### src/rtl/semaforo_monitor.sv
// semaforo_monitor: passive watchdog on a two-light traffic controller.
// Tracks light A through verde -> amarelo -> vermelho, measures each phase
// length and raises sticky flags for bad encodings, conflicting greens,
// illegal transitions and wrong phase durations.
module semaforo_monitor #(
  parameter logic [7:0] T_VERDE    = 8'd1,
  parameter logic [7:0] T_AMARELO  = 8'd3,
  parameter logic [7:0] T_VERMELHO = 8'd2
) (
  input  logic       clk,
  input  logic       rst,
  input  logic [2:0] A,
  input  logic [2:0] B,
  output logic       err_enc,
  output logic       err_conf,
  output logic       err_seq,
  output logic       err_dur,
  output logic       ok,
  output logic [7:0] ciclos,
  output logic [7:0] ultima_dur
);

  typedef enum logic [1:0] {SYNC, VERDE, AMARELO, VERMELHO} state_t;

  state_t     state;
  state_t     a_state;
  state_t     nxt_legal;
  logic [7:0] dur;
  logic [7:0] tgt;
  logic       parcial;
  logic       a_ok, b_ok, proc, chg, legal;
  logic       v_enc, v_conf, v_seq, v_dur;

  // Decode the current sample and classify the violations it carries.
  always_comb begin
    a_ok      = 1'b0;
    a_state   = SYNC;
    nxt_legal = SYNC;
    tgt       = '0;
    case (A)
      3'b001:  begin a_ok = 1'b1; a_state = VERDE;    end
      3'b010:  begin a_ok = 1'b1; a_state = AMARELO;  end
      3'b100:  begin a_ok = 1'b1; a_state = VERMELHO; end
      default: begin a_ok = 1'b0; a_state = SYNC;     end
    endcase
    b_ok = (B == 3'b001) || (B == 3'b010) || (B == 3'b100);
    case (state)
      VERDE:    begin nxt_legal = AMARELO;  tgt = T_VERDE;    end
      AMARELO:  begin nxt_legal = VERMELHO; tgt = T_AMARELO;  end
      VERMELHO: begin nxt_legal = VERDE;    tgt = T_VERMELHO; end
      default:  begin nxt_legal = SYNC;     tgt = '0;         end
    endcase
    // An invalid encoding on either light suppresses every other check.
    proc   = a_ok && b_ok;
    chg    = proc && (state != SYNC) && (a_state != state);
    legal  = chg && (a_state == nxt_legal);
    v_enc  = !proc;
    v_conf = proc && (A != 3'b100) && (B != 3'b100);
    v_seq  = chg && !legal;
    v_dur  = legal && !parcial && (dur != tgt);
  end

  // Phase tracker, duration counter and sticky flag registers.
  always_ff @(posedge clk) begin
    if (rst) begin
      state      <= SYNC;
      dur        <= '0;
      parcial    <= 1'b0;
      err_enc    <= 1'b0;
      err_conf   <= 1'b0;
      err_seq    <= 1'b0;
      err_dur    <= 1'b0;
      ok         <= 1'b1;
      ciclos     <= '0;
      ultima_dur <= '0;
    end else begin
      err_enc  <= err_enc  | v_enc;
      err_conf <= err_conf | v_conf;
      err_seq  <= err_seq  | v_seq;
      err_dur  <= err_dur  | v_dur;
      ok       <= !(err_enc | v_enc | err_conf | v_conf |
                    err_seq | v_seq | err_dur | v_dur);
      if (!a_ok) begin
        state <= SYNC;
        dur   <= '0;
      end else if (b_ok) begin
        if (state == SYNC) begin
          state   <= a_state;
          dur     <= 8'd1;
          parcial <= 1'b1;
        end else if (a_state == state) begin
          dur <= (dur == 8'hFF) ? 8'hFF : dur + 8'd1;
        end else if (legal) begin
          ultima_dur <= dur;
          parcial    <= 1'b0;
          state      <= a_state;
          dur        <= 8'd1;
          if (state == VERMELHO) ciclos <= ciclos + 8'd1;
        end else begin
          state   <= a_state;
          dur     <= 8'd1;
          parcial <= 1'b1;
        end
      end
    end
  end

endmodule

### config.mk
export PLATFORM = sky130hd
export DESIGN_NAME = semaforo_monitor
export DESIGN_NICKNAME = d
export VERILOG_FILES = /design/src/rtl/semaforo_monitor.sv
export SDC_FILE = /design/constraint.sdc
export NUM_CORES = 1
export LEC_CHECK = 0
export CAP_MARGIN = 20
export CORE_MARGIN = 2
export CORE_UTILIZATION = 52
export DETAILED_ROUTE_END_ITERATION = 12
export PLACE_DENSITY = 0.79
export SYNTH_ARGS = -nofsm -noshare
export SYNTH_HDL_FRONTEND = slang
export SYNTH_SLANG_ARGS = --single-unit
### constraint.sdc
create_clock -name clk -period 3 [get_ports clk]
set_input_delay 0.3 -clock clk [delete_from_list [all_inputs] [get_ports clk]]
set_output_delay 0.3 -clock clk [all_outputs]
set_load 0.03 [all_outputs]
==> results of run 1 <==
final timing paths:
check	start	slack [ps]	cells past startpoint	endpoint
worst max-delay path	state[0]$_SDFFE_PP0P_	340	7	ultima_dur[3]$_SDFFE_PP0P_
worst min-delay path	ultima_dur[7]$_SDFFE_PP0P_	470	2	ultima_dur[7]$_SDFFE_PP0P_
worst max register to register	state[0]$_SDFFE_PP0P_	340	7	ultima_dur[3]$_SDFFE_PP0P_
worst min register to register	ultima_dur[7]$_SDFFE_PP0P_	470	2	ultima_dur[7]$_SDFFE_PP0P_
logic make-up after synthesis:
kind of cell | Yosys count | synth area share
xor gates and xnor gates | 6 | 0.0274
buffers and inverters | 19 | 0.0489
muxes | 17 | 0.0932
and+or+nand+nor | 92 | 0.291
adders and majority gates | 6 | 0.0384
DFF | 32 | 0.334
AOI/OAI and AO/OA | 42 | 0.167
worst max-delay path: stages (launching register included):
cell and delay (ps):
dfxtp_1 390, inv_1 130, ha_1 400, or4_1 430
a211o_1 290, o311a_2 200, nor3_4 490, mux2i_1 260
layer usage:
metal	routed length [um]	share of wire	vias up	track usage
li1	-	-	841	-
met1	1890	0.48	752	0.256
met2	1800	0.46	29	0.325
met3	173	0.044	5	0.0556
met4	45	0.012	0	0.0745
met5	0	0	-	0
through the flow:
stage | cell area, um^2 | instances
3_5_place_dp | 2220 | 280
2_1_floorplan | 1920 | 214
5_1_grt | 2330 | 288
6_report | 2330 | 288
3_3_place_gp | 2220 | 280
4_1_cts | 2330 | 288
flip-flops by register name (all words and copies together) (netlist names):
name and flops:
err_seq 1, state 2, parcial 1, err_enc 1, ciclos 8, ultima_dur 8
dur 8, err_conf 1, err_dur 1, ok 1
report_power, final:
group / total [mW] / leakage, nW / switching (mW) / internal [mW]
Clock: 0.409 / 0.0552 / 0.162 / 0.246
Combinational: 0.118 / 0.483 / 0.0690 / 0.0491
Sequential: 0.434 / 0.259 / 0.00422 / 0.430
Total: 0.961 / 0.797 / 0.236 / 0.726
cell usage in the layout, fill, tap and decap left out, types with 3 or more instances in the layout:
cell	Yosys	final
mux2i_1	10	10
nand2_1	9	9
nand2b_1	21	21
or4_1	4	4
a211o_1	3	3
clkbuf_8	0	5
nor2b_1	8	8
nand4_1	4	4
a31o_2	4	4
buf_4	1	5
and3_1	4	4
mux2_2	6	6
nor2_1	16	16
xnor2_1	3	3
nor4_1	5	5
clkdlybuf4s50_1	0	28
a21oi_1	6	6
nand3_1	3	3
or3_1	4	4
a31oi_1	3	3
nor3_1	6	6
xor2_1	3	3
inv_1	4	4
dfxtp_1	32	32
a211oi_1	6	6
o21a_1	3	3
ha_1	5	5
cell type report:
type / instances / area share
clock buffers: 6 / 0.0312
clock inverters: 2 / 0.0151
inverters: 4 / 0.00645
multi-input cells: 163 / 0.510
flip-flops and latches: 32 / 0.275
well taps: 48 / 0.0258
repair buffers: 33 / 0.137
==> results.json, run 1 <==
{
  "cts_buffers": 5,
  "synth.area.top_cells": "dfxtp_1 33%, nand2b_1 6.8%, mux2i_1 5.2%",
  "outcome": "complete, no violations",
  "syn_inst": 214,
  "io_buffers": 28,
  "synth_async_sr_flop_share": 0,
  "via_per_inst": 5.65,
  "rsz0062_at_grt": "no",
  "multi_input_area_um2": 1190,
  "totalWireLength_um": 3910,
  "clock_skew_ps": 6.30,
  "dp_slack_ps": 209,
  "gr-total-overflow": 0,
  "leakage_nw": 0.797,
  "slew_headroom": 0.604,
  "grt_first_pass_wirelength_um": 6640,
  "cts_max_path_buffers": 2,
  "total_power_mw": 0.961,
  "cts_tree": "built",
  "clk_pin_slew_ps": 70,
  "fin_tns_setup_ps": 0,
  "period_share": 0.886,
  "yosysUniqueCellTypes": 51,
  "core_area_um2": 3610,
  "synth.most_common_cell": "dfxtp_1",
  "die_w_um": 64.8,
  "synth.top_cell.area_share": 0.334,
  "postRouteAntennaNets": 0,
  "end_kind": "register",
  "cts_root_buf": "clkbuf_8",
  "track_usage": 0.202,
  "ys_seq_area_frac": 0.334,
  "diodes": 0,
  "cp.required_ps": 3210,
  "die_h_um": 64.8,
  "worst_setup_path_start_kind": "register",
  "clkLatencyLatePin_ps": 290,
  "first_global_vias": 1460,
  "peakVddDrop_uv": 271,
  "critical_path_arrival_ps": 2870,
  "wire_per_inst_um": 13.6,
  "syn_area_per_cell_um2": 8.97,
  "synth_edf_count": 0,
  "clkSinkCount": 32,
  "start_util": 0.533,
  "utilization": 0.645,
  "min_path_type": "reg -> reg",
  "seqCellArea_um2": 641,
  "synth_commonest_cells": "32 x dfxtp_1, 21 x nand2b_1, 16 x nor2_1",
  "row_count": 22,
  "fill_cells": 313,
  "drc": 0,
  "ys_ff_latch": 32,
  "dpl.hpwl_um": 2740,
  "yosysTopAreaCell": "dfxtp_1",
  "crit_fanout": 11,
  "hold_viol_final": 0,
  "max_cap_violations": 0,
  "powerDensity_nw_per_um2": 413,
  "period_needed_ps": 2660,
  "whs_ps": 473,
  "drt_iter0_markers": 131,
  "grt_start_max_net_pins": 43,
  "die_area_um2": 4200,
  "vias": 1627,
  "cts_hold_buf": 0,
  "post_cts_resized": 0,
  "worstSetupPathType": "reg -> reg",
  "antenna_found_initial": 0,
  "timing.fmax_mhz": 376,
  "place_congestion": 0.864,
  "drive_above_1_share": 0.121,
  "yosys_warnings": 0,
  "area_growth_pct": 21.2,
  "finalSetupViolCount": 0,
  "finalNetCount": 252,
  "slew_viol_final": 0,
  "first_pass_iters": 4,
  "syn_area_um2": 1920,
  "io_pins": 29,
  "tightest_slew_ps": 592,
  "syn-num-nets": 227,
  "setup_slack_ps": 343,
  "synth_ff_type": "dfxtp_1",
  "post_cts_buffers": 0,
  "h-tree-depth": 2
}
Power figures use the tool's default switching activity.
==> inputs of run 2 (changes only) <==
- SLEW_MARGIN: not set -> 20
==> results of run 2 <==
The final DEF is identical to that of run 1; final timing and power are the same.
